--- src/rtl/tow_arena.sv ---
// Tug-of-war playfield engine: two synchronised, edge-detected player buttons
// move a single light along an N-light field, with scoring, pause and match end.

module tow_sync (
    input  logic clk,
    input  logic reset,
    input  logic btn,
    output logic press
);
    logic sync1;
    logic sync2;
    logic delay;

    // All flops come out of reset high, so a button held through reset
    // looks like an old press and must be released before it counts again.
    // NOTE: sequential state uses non-blocking assignments so every flop
    // samples the pre-edge value of its neighbour, giving a true shift chain.
    always_ff @(posedge clk or posedge reset) begin
        if (reset) begin
            sync1 <= 1'b1;
            sync2 <= 1'b1;
            delay <= 1'b1;
        end else begin
            sync1 <= btn;
            sync2 <= sync1;
            delay <= sync2;
        end
    end

    assign press = sync2 & ~delay;
endmodule

module tow_arena #(
    parameter int N_LIGHTS     = 9,
    parameter int SCORE_W      = 3,
    parameter int WIN_SCORE    = 7,
    parameter int PAUSE_CYCLES = 4
) (
    input  logic                clk,
    input  logic                reset,
    input  logic                btn_left,
    input  logic                btn_right,
    output logic [N_LIGHTS-1:0] lights,
    output logic [SCORE_W-1:0]  score_left,
    output logic [SCORE_W-1:0]  score_right,
    output logic [1:0]          winner,
    output logic                round_over,
    output logic                match_over
);
    localparam int POS_W = (N_LIGHTS > 1) ? $clog2(N_LIGHTS) : 1;
    localparam int CNT_W = $clog2(PAUSE_CYCLES + 1);

    localparam logic [POS_W-1:0]    CENTER     = POS_W'(N_LIGHTS / 2);
    localparam logic [POS_W-1:0]    LEFT_END   = POS_W'(N_LIGHTS - 1);
    localparam logic [POS_W-1:0]    RIGHT_END  = '0;
    localparam logic [SCORE_W-1:0]  WIN_VALUE  = SCORE_W'(WIN_SCORE);
    localparam logic [CNT_W-1:0]    PAUSE_LOAD = CNT_W'(PAUSE_CYCLES);
    localparam logic [N_LIGHTS-1:0] ONE_LIGHT  = N_LIGHTS'(1);

    localparam logic [1:0] WIN_NONE  = 2'b00;
    localparam logic [1:0] WIN_LEFT  = 2'b01;
    localparam logic [1:0] WIN_RIGHT = 2'b10;

    typedef enum logic [1:0] {
        ST_PLAY,
        ST_PAUSE,
        ST_DONE
    } state_t;

    state_t             state, state_n;
    logic [POS_W-1:0]   pos, pos_n;
    logic [CNT_W-1:0]   cnt, cnt_n;
    logic [SCORE_W-1:0] score_left_n, score_right_n;
    logic [1:0]         winner_n;
    logic               round_over_n;
    logic               press_left;
    logic               press_right;

    tow_sync u_sync_left (
        .clk   (clk),
        .reset (reset),
        .btn   (btn_left),
        .press (press_left)
    );

    tow_sync u_sync_right (
        .clk   (clk),
        .reset (reset),
        .btn   (btn_right),
        .press (press_right)
    );

    always_ff @(posedge clk or posedge reset) begin
        if (reset) begin
            state       <= ST_PLAY;
            pos         <= CENTER;
            cnt         <= '0;
            score_left  <= '0;
            score_right <= '0;
            winner      <= WIN_NONE;
            round_over  <= 1'b0;
        end else begin
            state       <= state_n;
            pos         <= pos_n;
            cnt         <= cnt_n;
            score_left  <= score_left_n;
            score_right <= score_right_n;
            winner      <= winner_n;
            round_over  <= round_over_n;
        end
    end

    // NOTE: every signal driven here gets a default first, so no path can
    // leave it unassigned and infer a latch.
    always_comb begin
        state_n       = state;
        pos_n         = pos;
        cnt_n         = cnt;
        score_left_n  = score_left;
        score_right_n = score_right;
        winner_n      = winner;
        round_over_n  = 1'b0;

        case (state)
            ST_PLAY: begin
                // Simultaneous presses cancel out; the pull is only one-sided.
                if (press_left && !press_right) begin
                    if (pos == LEFT_END) begin
                        score_left_n = score_left + SCORE_W'(1);
                        winner_n     = WIN_LEFT;
                        round_over_n = 1'b1;
                        if (score_left_n == WIN_VALUE) begin
                            state_n = ST_DONE;
                        end else begin
                            state_n = ST_PAUSE;
                            cnt_n   = PAUSE_LOAD;
                        end
                    end else begin
                        pos_n = pos + POS_W'(1);
                    end
                end else if (press_right && !press_left) begin
                    if (pos == RIGHT_END) begin
                        score_right_n = score_right + SCORE_W'(1);
                        winner_n      = WIN_RIGHT;
                        round_over_n  = 1'b1;
                        if (score_right_n == WIN_VALUE) begin
                            state_n = ST_DONE;
                        end else begin
                            state_n = ST_PAUSE;
                            cnt_n   = PAUSE_LOAD;
                        end
                    end else begin
                        pos_n = pos - POS_W'(1);
                    end
                end
            end

            ST_PAUSE: begin
                // The edge that takes the counter to zero also re-centres.
                if (cnt <= CNT_W'(1)) begin
                    cnt_n   = '0;
                    pos_n   = CENTER;
                    state_n = ST_PLAY;
                end else begin
                    cnt_n = cnt - CNT_W'(1);
                end
            end

            ST_DONE: begin
                state_n = ST_DONE;
            end

            default: begin
                state_n = ST_PLAY;
                pos_n   = CENTER;
                cnt_n   = '0;
            end
        endcase
    end

    always_comb begin
        lights = '0;
        if (state == ST_PLAY) begin
            lights = ONE_LIGHT << pos;
        end
    end

    assign match_over = (state == ST_DONE);
endmodule
--- config.mk ---
export PLATFORM = sky130hd
export DESIGN_NAME = tow_arena
export DESIGN_NICKNAME = d
export VERILOG_FILES = /design/src/rtl/tow_arena.sv
export SDC_FILE = /design/constraint.sdc
export NUM_CORES = 1
export LEC_CHECK = 0
export ABC_AREA = 1
export CORE_MARGIN = 3
export CORE_UTILIZATION = 53
export CTS_CLUSTER_SIZE = 16
export DETAILED_ROUTE_END_ITERATION = 12
export PLACE_DENSITY = 0.87
export SLEW_MARGIN = 25
export SYNTH_ARGS = -nofsm -noshare
export SYNTH_HDL_FRONTEND = slang
export SYNTH_SLANG_ARGS = --single-unit
--- constraint.sdc ---
create_clock -name clk -period 3.1 [get_ports clk]
set_clock_uncertainty 0.2 [all_clocks]
set_input_delay 0.62 -clock clk [delete_from_list [all_inputs] [get_ports clk]]
set_output_delay 0.62 -clock clk [all_outputs]
set_load 0.02 [all_outputs]
==> impl_metrics.ini, run 1 <==
[outcome]
status = finished, final reports clean

[pwr]
p_seq_share_pct = 34.0
switching_share_pct = 46.74
p_leak_nw = 0.8401
max-vdd-ir-drop_mv = 0.6903
p_switching_w = 0.0007316
power_density_nw_per_um2 = 921.8
pwr-share-comb_pct = 57.0
power_w = 0.001565
intPower_w = 0.0008336
p_clk_share_pct = 9.1

[global_routing]
grt_pass1_vias = 1183
track_usage_pct = 18.55
grt_pass1_wl_microns = 4912
grt_max_degree = 25
overflow = 0
antenna_found_initial = 0

[drt]
drtIter0Drc = 34
vias = 1178
routedWlPerCell_microns = 11.84
drtPass1Iterations = 4
ant_nets = 0
drc = 0
viasPerCell = 5.189
routed_wl_microns = 2688

[clock_network]
post_cts_buffers = 0
cts_buffer_depth = 2
cts_tree = built
clk_pin_slew_ns = 0.13
cts_buffers = 3
cts.sinks = 24
cts_resized = 0
clockRootBuffer = clkbuf_4
holdBufCountCts = 0
clock_latency_ns = 0.31
cts.htree.levels = 1

[logic_synthesis]
syn_nets = 189
synthDistinctLibCells = 25
syn-instance-count = 173
yosysWarnings = 0
avgSynthCellArea_sq_um = 8.267
seq_area_frac_synth_pct = 42.61
synth_area_sq_um = 1430
ys_ff_latch = 24

[finish]
antenna_cells = 0
fillCellCount = 197
final_cell_area_sq_um = 1698
drive_gt1_share_pct = 15.23
nNetsFinal = 214
area_delta_synth_final_pct = 18.72

[timing]
min_period_over_period_pct = 92.18
postLayoutSetupSlackWorst_ns = 0.2425
rsz0062_at_grt = no
slew-limit-headroom_pct = 40.66
post-route-min-period_ns = 2.858
slew_violations = 0
tightest_slew_ns = 0.8891
hold_ws_ns = 0.1656
fmax_mhz = 350.0
setup_viol = 0
hold_viol = 0
fin_tns_setup_ns = 0

[hold_path]
whs_path_depth = 0
min_path_type = reg2reg

[floorplanning]
ioPinCount = 23
rows = 18
core_area_sq_um = 2522
die_area_sq_um = 3358
die_width_microns = 57.95
dieHeight_microns = 57.95
initial_core_util_pct = 56.70

[worst_setup_path]
critPathRequiredTime_ns = 2.28
cp.arrival_ns = 2.04
worst_r2r_path_depth = 9
r2r_slack_ns = 0.62
crit_fanout = 10
cp-start-kind = flop
end_kind = primary output
path_cells = nor2_4, nand3_1, nor3_1, clkdlybuf4s50_1
cpPeakStageDelay_ns = 0.63
crit_path_top_delay_cell = clkdlybuf4s50_1
path_class = reg2out

[place]
hpwl_microns = 2128
port-buffer-count = 22
pre_cts_ws_ns = 0.5882
placed_cell_area_sq_um = 1672
gp_congestion = 0.8945

[job]
cap_violations = 0
[critical path: cells and delay by family, from the launching register on]
kind | cells | cell delay, ns
flops | 1 | 0.45
simple gates | 3 | 0.64
buf+inv | 1 | 0.63
[kinds of logic (layout without fill, tap and decap cells)]
| group | Yosys count | in the layout | share of synthesized area, % |
|---|---|---|---|
| flops | 24 | 24 | 42.61 |
| fa+ha+maj | 12 | 12 | 11.02 |
| simple gates | 99 | 99 | 32.90 |
| xor+xnor | 4 | 4 | 2.450 |
| buf+inv | 25 | 49 | 7.349 |
| compound gates | 9 | 9 | 3.675 |
[sequential cells by signal (all words and copies together), names as in the netlist]
name                cells
winner                  2
u_sync_right.sync1      1
state                   2
pos                     4
u_sync_left.delay       1
score_right             3
u_sync_left.sync2       1
cnt                     3
u_sync_right.sync2      1
u_sync_left.sync1       1
score_left              3
round_over              1
u_sync_right.delay      1
[power by group through the flow]
stage          sequential (W)  clock, W  combinational (W)
3_5_place_dp         0.000534         0           0.000893
3_3_place_gp         0.000527         0           0.000855
6_report             0.000532  0.000142           0.000892
2_1_floorplan        0.000556         0           0.000607
4_1_cts              0.000530  0.000144           0.000899
5_1_grt              0.000550  0.000162           0.000999
[metrics by stage]
step,instances,util [%]
after floorplan,173,-
after CTS,227,67.31
after global routing,227,67.31
final,227,67.31
after detailed placement,223,66.27
after global placement,223,66.27
[path summary, 6_finish.rpt]
| check | start | endpoint |
|---|---|---|
| hold / removal | u_sync_left.sync1 | u_sync_left.sync2 |
| setup / recovery | state[0] | lights[4] |
| max in group asynchronous | reset | pos[3] |
| setup reg to reg | u_sync_left.sync2 | pos[2] |
| min in group asynchronous | reset | pos[0] |
| hold reg to reg | u_sync_left.sync1 | u_sync_left.sync2 |
[area by class of cell]
type                            count  area, sq um  share of cell area (%)
Multi-Input combinational cell    124        715.7                   42.15
Sequential cell                    24        609.3                   35.89
Timing Repair Buffer               22        220.2                   12.97
Inverter                           23        88.84                   5.232
Tap cell                           30        37.54                   2.211
Clock buffer                        4        26.28                   1.548
[cell usage in the layout (no fill, tap or decap), drive strengths merged, types with 4 or more instances in the layout]
| cell | instances |
|---|---|
| clkbuf | 4 |
| nand3 | 18 |
| nand2 | 51 |
| inv | 23 |
| dfstp | 7 |
| o21ai | 6 |
| nor2 | 25 |
| ha | 11 |
| dfrtp | 17 |
| clkdlybuf4s50 | 22 |
[cell usage after synthesis]
| cell type | count | area share, % |
|---|---|---|
| nand2_1 | 42 | 11 |
| inv_1 | 22 | 5.8 |
| nor2_1 | 20 | 5.2 |
| dfrtp_1 | 17 | 30 |
| nand3_1 | 17 | 5.9 |
| ha_1 | 11 | 9.6 |
| nand2_2 | 8 | 3.5 |
| dfstp_2 | 7 | 13 |
| o21ai_1 | 6 | 2.1 |
| nor2_4 | 4 | 3.1 |
| xor2_1 | 3 | 1.8 |
| a21oi_2 | 2 | 1.2 |
| or2_2 | 2 | 0.87 |
| a21oi_1 | 1 | 0.35 |
| buf_2 | 1 | 0.35 |
| buf_6 | 1 | 0.79 |
| fa_1 | 1 | 1.4 |
| inv_4 | 1 | 0.44 |
| nand2_4 | 1 | 0.79 |
| nand3_2 | 1 | 0.70 |
| nand4_1 | 1 | 0.44 |
| nor2_2 | 1 | 0.44 |
| nor3_1 | 1 | 0.35 |
| or2_1 | 1 | 0.44 |
| xnor2_1 | 1 | 0.61 |
[layer usage]
metal / up-vias / share of wire [%] / track usage [%]
li1: 582 / - / -
met1: 563 / 43 / 22.61
met2: 27 / 52 / 33.87
met3: 6 / 4.3 / 3.118
met4: 0 / 1.2 / 4.636
met5: - / 0 / 0
No activity file was read; power rests on OpenSTA's default activity.
==> inputs of run 2 (changes only) <==
- CORE_UTILIZATION: 53 -> 30
- PLACE_DENSITY: 0.87 -> 0.58
==> impl_metrics.ini, run 2 (synthesis gave the netlist of run 1 again) <==
[clock_network]
cts_resized = 0
cts.htree.levels = 1
cts_tree = built
cts_buffers = 3
cts.sinks = 24
clockRootBuffer = clkbuf_8
clock_latency_ns = 0.26
holdBufCountCts = 0
cts_buffer_depth = 2
clk_pin_slew_ns = 0.09
post_cts_buffers = 0

[place]
dp.cells = 246
hpwl_microns = 2071
gp_congestion = 0.7655
port-buffer-count = 22
pre_cts_ws_ns = 0.5867

[floorplanning]
core_area_sq_um = 4474
die_area_sq_um = 5632
ioPinCount = 23
initial_core_util_pct = 31.96
dieHeight_microns = 75.05
die_width_microns = 75.05
rows = 24

[worst_setup_path]
crit_fanout = 10
critPathRequiredTime_ns = 2.28
cp.arrival_ns = 1.99
path_class = reg2out
end_kind = primary output
cp-start-kind = flop

[drt]
routedWlPerCell_microns = 10.71
routed_wl_microns = 2677
drtIter0Drc = 59
ant_nets = 0
drc = 0
vias = 1093
drtPass1Iterations = 4
viasPerCell = 4.372

[timing]
rsz0062_at_grt = no
postLayoutSetupSlackWorst_ns = 0.2916
slew_violations = 0
post-route-min-period_ns = 2.808
setup_viol = 0
fin_tns_setup_ns = 0
min_period_over_period_pct = 90.59
fmax_mhz = 356.1
slew-limit-headroom_pct = 73.53
tightest_slew_ns = 0.3970
hold_viol = 0

[finish]
final_common_cell = nand2_1
largest_reg_flops = 4
largest-register = pos
fin_cells = 250
area_delta_synth_final_pct = 24.32
layout_common_cells = nand2_1, inv_1, clkdlybuf4s50_1, nor2_1
drive_gt1_share_pct = 16.16
antenna_cells = 0
nNetsFinal = 215

[global_routing]
grt_pass1_vias = 1060
grt_max_degree = 25
overflow = 0
antenna_found_initial = 0
track_usage_pct = 10.86
grt_pass1_wl_microns = 4733

[pwr]
p_leak_nw = 0.8656
max-vdd-ir-drop_mv = 0.3030
power_w = 0.001683
power_density_nw_per_um2 = 946.3

[outcome]
status = finished, final reports clean

[hold_path]
min_path_type = reg2reg

[job]
cap_violations = 0
==> run 2: final cells by class <==
type | count | area (sq um)
clock buffer | 3 | 41.29
clock inverter | 1 | 30.03
fill | 446 | 2696
inverter | 23 | 88.84
multi-input combinational | 124 | 715.7
sequential | 24 | 609.3
tap | 52 | 65.06
timing repair buffer | 23 | 227.7
==> run 2: report_power, final <==
| part | switching, W | total, W | internal (W) |
|---|---|---|---|
| Combinational | 0.000522 | 0.000883 | 0.000361 |
| Clock | 0.000101 | 0.000273 | 0.000172 |
| Sequential | 0.000106 | 0.000526 | 0.000420 |
| Total | 0.000729 | 0.00168 | 0.000954 |
==> run 2: final timing paths <==
kind / slack (ns) / startpoint / depth (start not counted) / end
min: 0.16 / u_sync_right.sync1 / 0 / u_sync_right.sync2
min reg2reg: 0.16 / u_sync_right.sync1 / 0 / u_sync_right.sync2
max: 0.29 / state[0] / 4 / lights[4]
min in group asynchronous: 0.49 / reset / 3 / score_left[1]
max in group asynchronous: 1.92 / reset / 3 / u_sync_right.delay
max reg2reg: 0.70 / u_sync_left.sync2 / 12 / pos[3]
==> run 2: per-layer routing <==
layer / wire length [microns] / vias to the layer above / global-route usage [%]
met2: 1222 / 16 / 17.70
met4: 19 / 0 / 2.372
li1: - / 582 / -
met3: 104 / 2 / 2.403
met1: 1331 / 493 / 14.78
met5: 0 / - / 0
==> run 2: critical path, cell delays in order (launching register included) <==
cell and delay [ns]:
dfrtp_1 0.44, nor2_4 0.29, nand3_1 0.20, nor3_1 0.16
clkdlybuf4s50_1 0.63
==> run 2: stage by stage <==
stage / cell area (sq um) / hold WS [ns] / util (%)
final: 1778 / 0.1595 / 39.74
after global routing: 1778 / 0.1638 / 39.74
after CTS: 1778 / 0.1611 / 39.74
after detailed placement: 1707 / 0.1479 / 38.14
after global placement: 1707 / 0.1469 / 38.14
after floorplan: 1430 / 0.1452 / -
